## src/rtl/image_frame_select.sv

```systemverilog
// image_frame_select: frame-locked N-channel pixel source selector with a hold/cooldown sequencer; optional macro IMG_SEL_TEST_PATTERN_EN adds an address-ramp channel at index NUM_CH
module image_frame_select #(
  parameter int                 NUM_CH       = 4,
  parameter int                 PIXEL_W      = 12,
  parameter int                 NUM_PIXELS   = 100,
  parameter int                 ADDR_W       = 17,
  parameter logic [PIXEL_W-1:0] HEADER_PIXEL = 12'h00A,
  parameter int                 STATE_W      = 4,
  parameter logic [STATE_W-1:0] TABLE_STATE  = 4'b0100,
  parameter int                 WAIT_TIME    = 250_000_000,
  parameter int                 RESET_TIME   = 50_000_000
) (
  input  logic                        clk,
  input  logic                        rst_n,
  input  logic [NUM_CH*PIXEL_W-1:0]   ch_pixels,
`ifdef IMG_SEL_TEST_PATTERN_EN
  input  logic [$clog2(NUM_CH+1)-1:0] ch_sel_req,
`else
  input  logic [$clog2(NUM_CH)-1:0]   ch_sel_req,
`endif
  input  logic [STATE_W-1:0]          state,
  input  logic [ADDR_W-1:0]           address,
  input  logic                        image_ready,
  output logic [PIXEL_W-1:0]          data_out,
  output logic [$clog2(NUM_CH):0]     active_ch,
  output logic [1:0]                  out_state,
  output logic                        reset_signal,
  output logic [15:0]                 frame_count
);
  localparam int AW    = $clog2(NUM_CH) + 1;
  localparam int MAXT  = WAIT_TIME > RESET_TIME ? WAIT_TIME : RESET_TIME;
  localparam int CNT_W = MAXT > 1 ? $clog2(MAXT) : 1;
`ifdef IMG_SEL_TEST_PATTERN_EN
  localparam int MAX_IDX = NUM_CH;
`else
  localparam int MAX_IDX = NUM_CH - 1;
`endif

  if (NUM_CH < 2 || WAIT_TIME < 1 || RESET_TIME < 1 || (NUM_PIXELS >> ADDR_W) != 0) begin : g_bad_params
    $error("image_frame_select: illegal parameter combination");
  end

  typedef enum logic [1:0] {NORMAL = 2'b00, ARMED = 2'b01, HOLD = 2'b10, COOLDOWN = 2'b11} st_t;

  st_t               st, st_nx;
  logic [AW-1:0]     pending_ch, pending_nx, sel_map;
  logic [CNT_W-1:0]  cnt, cnt_nx;
  logic [PIXEL_W-1:0] pix;

  assign sel_map      = AW'(ch_sel_req) <= AW'(MAX_IDX) ? AW'(ch_sel_req) : '0;
  assign out_state    = st;
  assign reset_signal = st == COOLDOWN;

  // sequencer next state: arm on table request, hold for WAIT_TIME, cool down for RESET_TIME
  always_comb begin
    st_nx      = st;
    pending_nx = pending_ch;
    cnt_nx     = cnt;
    case (st)
      NORMAL: begin
        pending_nx = '0;
        if (state == TABLE_STATE) begin
          pending_nx = sel_map;
          st_nx      = ARMED;
        end
      end
      ARMED: begin
        if (state != TABLE_STATE) begin
          st_nx      = NORMAL;
          pending_nx = '0;
        end else if (image_ready) begin
          st_nx  = HOLD;
          cnt_nx = '0;
        end
      end
      HOLD: begin
        if (cnt == CNT_W'(WAIT_TIME - 1)) begin
          st_nx      = COOLDOWN;
          cnt_nx     = '0;
          pending_nx = '0;
        end else
          cnt_nx = cnt + CNT_W'(1);
      end
      default: begin
        if (cnt == CNT_W'(RESET_TIME - 1)) begin
          st_nx  = NORMAL;
          cnt_nx = '0;
        end else
          cnt_nx = cnt + CNT_W'(1);
      end
    endcase
  end

  // pixel mux for the channel that currently owns the frame
  always_comb begin
    pix = '0;
    for (int k = 0; k < NUM_CH; k++)
      if (active_ch == AW'(k)) pix = ch_pixels[k*PIXEL_W +: PIXEL_W];
`ifdef IMG_SEL_TEST_PATTERN_EN
    if (active_ch == AW'(NUM_CH)) pix = address[PIXEL_W-1:0];
`endif
  end

  // state, channel lock at frame boundary, frame counter and registered pixel output
  always_ff @(posedge clk or negedge rst_n) begin
    if (!rst_n) begin
      st          <= NORMAL;
      pending_ch  <= '0;
      cnt         <= '0;
      active_ch   <= '0;
      frame_count <= '0;
      data_out    <= HEADER_PIXEL;
    end else begin
      st         <= st_nx;
      pending_ch <= pending_nx;
      cnt        <= cnt_nx;
      if (image_ready) begin
        active_ch   <= pending_ch;
        frame_count <= frame_count + 16'd1;
      end
      data_out <= address == '0 ? HEADER_PIXEL : pix;
    end
  end
endmodule

```

## config.mk

```make
export PLATFORM = sky130hd
export DESIGN_NAME = image_frame_select
export DESIGN_NICKNAME = d
export VERILOG_FILES = /design/src/rtl/image_frame_select.sv
export SDC_FILE = /design/constraint.sdc
export NUM_CORES = 1
export LEC_CHECK = 0
export BUFFER_PORTS_ARGS = -buffer_cell sky130_fd_sc_hd__clkbuf_2
export CELL_PAD_IN_SITES_DETAIL_PLACEMENT = 1
export CELL_PAD_IN_SITES_GLOBAL_PLACEMENT = 1
export CORE_MARGIN = 2
export CORE_UTILIZATION = 39
export CTS_CLUSTER_DIAMETER = 200
export DETAILED_ROUTE_END_ITERATION = 8
export PLACE_DENSITY = 0.77
export SYNTH_ARGS = -nofsm -noshare
export SYNTH_HDL_FRONTEND = slang
export SYNTH_SLANG_ARGS = --single-unit
```

## constraint.sdc

```tcl
create_clock -name clk -period 2.6 [get_ports clk]
set_clock_uncertainty 0.15 [all_clocks]
set_input_delay 0.39 -clock clk [delete_from_list [all_inputs] [get_ports clk]]
set_output_delay 0.39 -clock clk [all_outputs]
set_load 0.05 [all_outputs]
```

==> results.md <==
- The endpoint kind of the worst setup timing path is a flip-flop.
- After detailed routing, the number of vias per cell comes to 5.49.
- The layout overhead on the synthesized area is 30.0%.
- For this configuration, the core starts out at a cell density of 39.7%.
- The final number of max-transition violations is 0.
- The setup TNS is 0 ps.
- Counting flops with an async set or reset pin after synthesis yields a share of 100%.
- For this design the ratio of total power to cell area is 545 mW/mm2.
- The top cell type by area accounts for 43.8% of the synthesized area.
- The tree is rooted in a sky130_fd_sc_hd__clkbuf_8.
- Row generation in the floorplan step produced 34 rows.
- Counting flops and latches in the post-synthesis netlist gives 62.
- The die is 97.8 um tall.
- The start-to-end type of the worst setup path is flip-flop to flip-flop.
- The post-placement worst setup slack is 38.7 ps.
- The HPWL after detailed placement is 7840 um.
- The post-route clock period utilization is 95.9%.
- The overall die area is 0.00956 mm2.
- The number of warnings issued by yosys is 0.
- Counting the buffers created by CTS gives 9.
- The clock tree from TritonCTS is yes.
- In this run the post-CTS setup repair buffer count came out at 0.
- Setup repair after global routing left no endpoint under its margin.
- The post-layout minimum cycle time is 2490 ps.
- The post-route netlist has 39.9% of its cells at a drive strength greater than 1.
- The cell area after layout is 0.00446 mm2.
- The most used flip-flop cell after synthesis is sky130_fd_sc_hd__dfrtp_1.
- After layout, the design draws a total of 2430 uW.
- The post-detailed-placement cell area is 0.00424 mm2.
- The number of nets with antenna violations after routing is 0.
- The synthesized netlist contains 57 unique library cells.
- Of all cell types, the one taking the most synthesized area is sky130_fd_sc_hd__dfrtp_1.
- Entering global routing, the biggest net connects 46 pins.
- 108 I/O pins were placed.
- The worst relative slew slack is 57.1%.
- Across all setup checks in the final design, the least slack found is 106 ps.
- The leakage power is 0.00205 uW.
- Routability-driven placement finished with a final weighted congestion of 0.804.
- Clock tree synthesis found a total of 62 sinks.
- By area the synthesized netlist is led by sky130_fd_sc_hd__dfrtp_1 44%, sky130_fd_sc_hd__mux4_2 7.9%, sky130_fd_sc_hd__xnor2_1 5.9%.
- In this run the worst path has a maximum fanout of 22.
- The required time reported for the critical path endpoint is 2660 ps.
- The number of antenna violations at the first check in global routing is 0.
- After detailed routing, the total wire length is 10,100 um.
- Summing over every cut layer, the via total after detailed routing is 3,097.
- The first global-routing pass estimated 17,000 um of wire.
- The net total in the final layout is 531.
- The worst setup path is launched from a flip-flop.
- The total of endpoints with negative setup slack in the final report is 0.
- The die is 97.8 um wide.
- At the pin with the least slew margin, the transition time is 644 ps.
- In the final routed layout, each cell accounts on average for 17.8 um.
- After clock tree synthesis, the clock-pin slew on the worst setup and hold paths is 70 ps.
- The filler cells instantiated in the layout total 1,002.
- Max-cap violations in this run came to 0.
- The violation count after the first detailed-route iteration is 83.
- The flow ran to the end, and the final reports show no timing, DRC or antenna violations.
- The number of endpoints with negative hold slack in the final report is 0.
- The core region is 0.00864 mm2.
- For this run, design rule violations remaining after detail routing come to 0.
- The H-tree depth is 3.
- The synthesized netlist net count is 404.
- Based on the critical path, the design can be clocked at up to 401 MHz.
- The number of global-route vias before repair is 3,374.
- The mapped netlist covers 0.00343 mm2.
- After synthesis, the mean cell area works out to 10.6 um2.
- The repair_antennas step left the layout with diodes totalling 0.
- The source-to-sink clock delay at the later pin of the worst-skew pair is 340 ps.
- The fraction of the yosys area taken by sequential cells is 45.3%.
- The total overflow left after global routing is 0.
- In this run the tool buffered the top-level ports with 106 buffer cells.
- The clock tree buffer depth is 2.
- The number of synthesized flops with an enable pin is 0.
- The global-route usage over all layers is 22.3%.
- The data arrival time of the critical path is 2560 ps.
- The min-delay analysis places its worst path in the category input port to flip-flop.
- Before antenna repair, the detailed router went through 4 iterations.
- Synthesis produced 324 cells.
- The maximum resistive drop on vdd is 0.207 mV.
[layout make-up]
| cell class | count | area (um2) | share of cell area (%) |
|---|---|---|---|
| timing repair buffer | 131 | 746 | 16.7 |
| inverter | 10 | 37.5 | 0.842 |
| sequential | 62 | 1560 | 34.9 |
| clock buffer | 12 | 145 | 3.25 |
| clock inverter | 4 | 47.5 | 1.07 |
| multi-input combinational | 237 | 1790 | 40.2 |
| tap | 108 | 135 | 3.03 |
[cell usage in the layout (no fill, tap or decap), types with 3 or more instances in the layout]
cell type                  Yosys  routed
sky130_fd_sc_hd__dfrtp_1      60      58
sky130_fd_sc_hd__or3_1         3       3
sky130_fd_sc_hd__o31ai_1       3       3
sky130_fd_sc_hd__ha_1          6       6
sky130_fd_sc_hd__nor2b_1      10      10
sky130_fd_sc_hd__clkbuf_8      0      10
sky130_fd_sc_hd__nand2b_1      3       3
sky130_fd_sc_hd__or4_1         8       6
sky130_fd_sc_hd__nand2_1      18      18
sky130_fd_sc_hd__or2_2         3       3
sky130_fd_sc_hd__nor3_1        9       9
sky130_fd_sc_hd__buf_4         3      22
sky130_fd_sc_hd__o21ai_0       7       7
sky130_fd_sc_hd__or4bb_1       3       3
sky130_fd_sc_hd__clkbuf_2      2     106
sky130_fd_sc_hd__and4_1        4       4
sky130_fd_sc_hd__or4_4         1       3
sky130_fd_sc_hd__o211ai_1      3       3
sky130_fd_sc_hd__nor4_1       10       8
sky130_fd_sc_hd__mux2_2        3       3
sky130_fd_sc_hd__a21oi_1       5       5
sky130_fd_sc_hd__inv_1        10      10
sky130_fd_sc_hd__nand3_1      20      20
sky130_fd_sc_hd__mux4_2       12      12
sky130_fd_sc_hd__xnor2_1      23      23
sky130_fd_sc_hd__and3_1        4       4
sky130_fd_sc_hd__xor2_1        8       8
sky130_fd_sc_hd__nand4_1      12      12
sky130_fd_sc_hd__nor2_1       28      27
[state kept, by name, indices dropped and copies added (netlist names)]
register     cells
cnt             28
frame_count     16
data_out        12
active_ch        2
out_state        2
pending_ch       2
[final timing paths]
check                                start               to  slack (ps)  cells after the start
max                                cnt[19]          cnt[21]         110                      6
min                          ch_sel_req[0]    pending_ch[0]         130                      3
max reg2reg                        cnt[19]          cnt[21]         110                      6
min reg2reg                frame_count[15]  frame_count[15]         330                      1
max in group asynchronous            rst_n      data_out[3]        1250                      3
min in group asynchronous            rst_n           cnt[0]         380                      2
[stage by stage]
step           hold slack (ps)  cells  utilization (%)
3_3_place_gp               218    547             49.1
3_5_place_dp               229    547             49.1
6_report                   127    564             51.6
4_1_cts                    119    564             51.4
5_1_grt                    133    564             51.6
2_1_floorplan            -55.6    324                -
[report_power, final]
group | internal, uW | leakage (uW) | switching [uW]
sequential | 1030 | 0.000766 | 70.3
clock | 467 | 0.0000964 | 386
combinational | 155 | 0.00118 | 327
[logic make-up after synthesis]
logic type	share of synthesized area (%)
AND/OR/NAND/NOR	25.0
flip-flops	45.3
AO/OA/AOI/OAI	6.79
XOR/XNOR	7.92
buffers and inverters	3.21
multiplexers	9.45
adder cells (fa/ha/maj)	2.19
other	0.109
[cells in the mapped netlist (3+ instances only)]
library cell,count
sky130_fd_sc_hd__or4_1,8
sky130_fd_sc_hd__inv_1,10
sky130_fd_sc_hd__nor3_1,9
sky130_fd_sc_hd__xor2_1,8
sky130_fd_sc_hd__and4_1,4
sky130_fd_sc_hd__or3_1,3
sky130_fd_sc_hd__and3_1,4
sky130_fd_sc_hd__xnor2_1,23
sky130_fd_sc_hd__nand2b_1,3
sky130_fd_sc_hd__nand4_1,12
sky130_fd_sc_hd__nand3_1,20
sky130_fd_sc_hd__buf_4,3
sky130_fd_sc_hd__a21oi_1,5
sky130_fd_sc_hd__ha_1,6
sky130_fd_sc_hd__o21ai_1,3
sky130_fd_sc_hd__or4bb_1,3
sky130_fd_sc_hd__mux4_2,12
sky130_fd_sc_hd__dfrtp_1,60
sky130_fd_sc_hd__o31ai_1,3
sky130_fd_sc_hd__clkbuf_1,6
sky130_fd_sc_hd__nand2_1,18
sky130_fd_sc_hd__o21ai_0,7
sky130_fd_sc_hd__nor2_1,28
sky130_fd_sc_hd__nor4_1,10
sky130_fd_sc_hd__mux2_2,3
sky130_fd_sc_hd__o211ai_1,3
sky130_fd_sc_hd__nor2b_1,10
sky130_fd_sc_hd__or2_2,3
[layer usage]
metal	GRT usage [%]	vias up	share of wire, %
met4	8.55	0	2.3
li1	-	1436	-
met5	0	-	0
met2	39.3	86	51
met1	26.9	1558	41
met3	4.51	17	5.0
[worst max-delay path, cell delays in order, from the launching register on]
cell and delay (ps):
sky130_fd_sc_hd__dfrtp_1 410, sky130_fd_sc_hd__or4bb_1 490, sky130_fd_sc_hd__or4_1 510, sky130_fd_sc_hd__o211a_2 350, sky130_fd_sc_hd__nor3_4 210, sky130_fd_sc_hd__buf_12 190, sky130_fd_sc_hd__a21oi_1 60
[what timing repair did]
item                       CTS  global route
setup endpoints to repair    0            27
resized for setup            0             5
hold endpoints to repair    17             0
hold buffers                 1             0
Power figures use the tool's default switching activity.
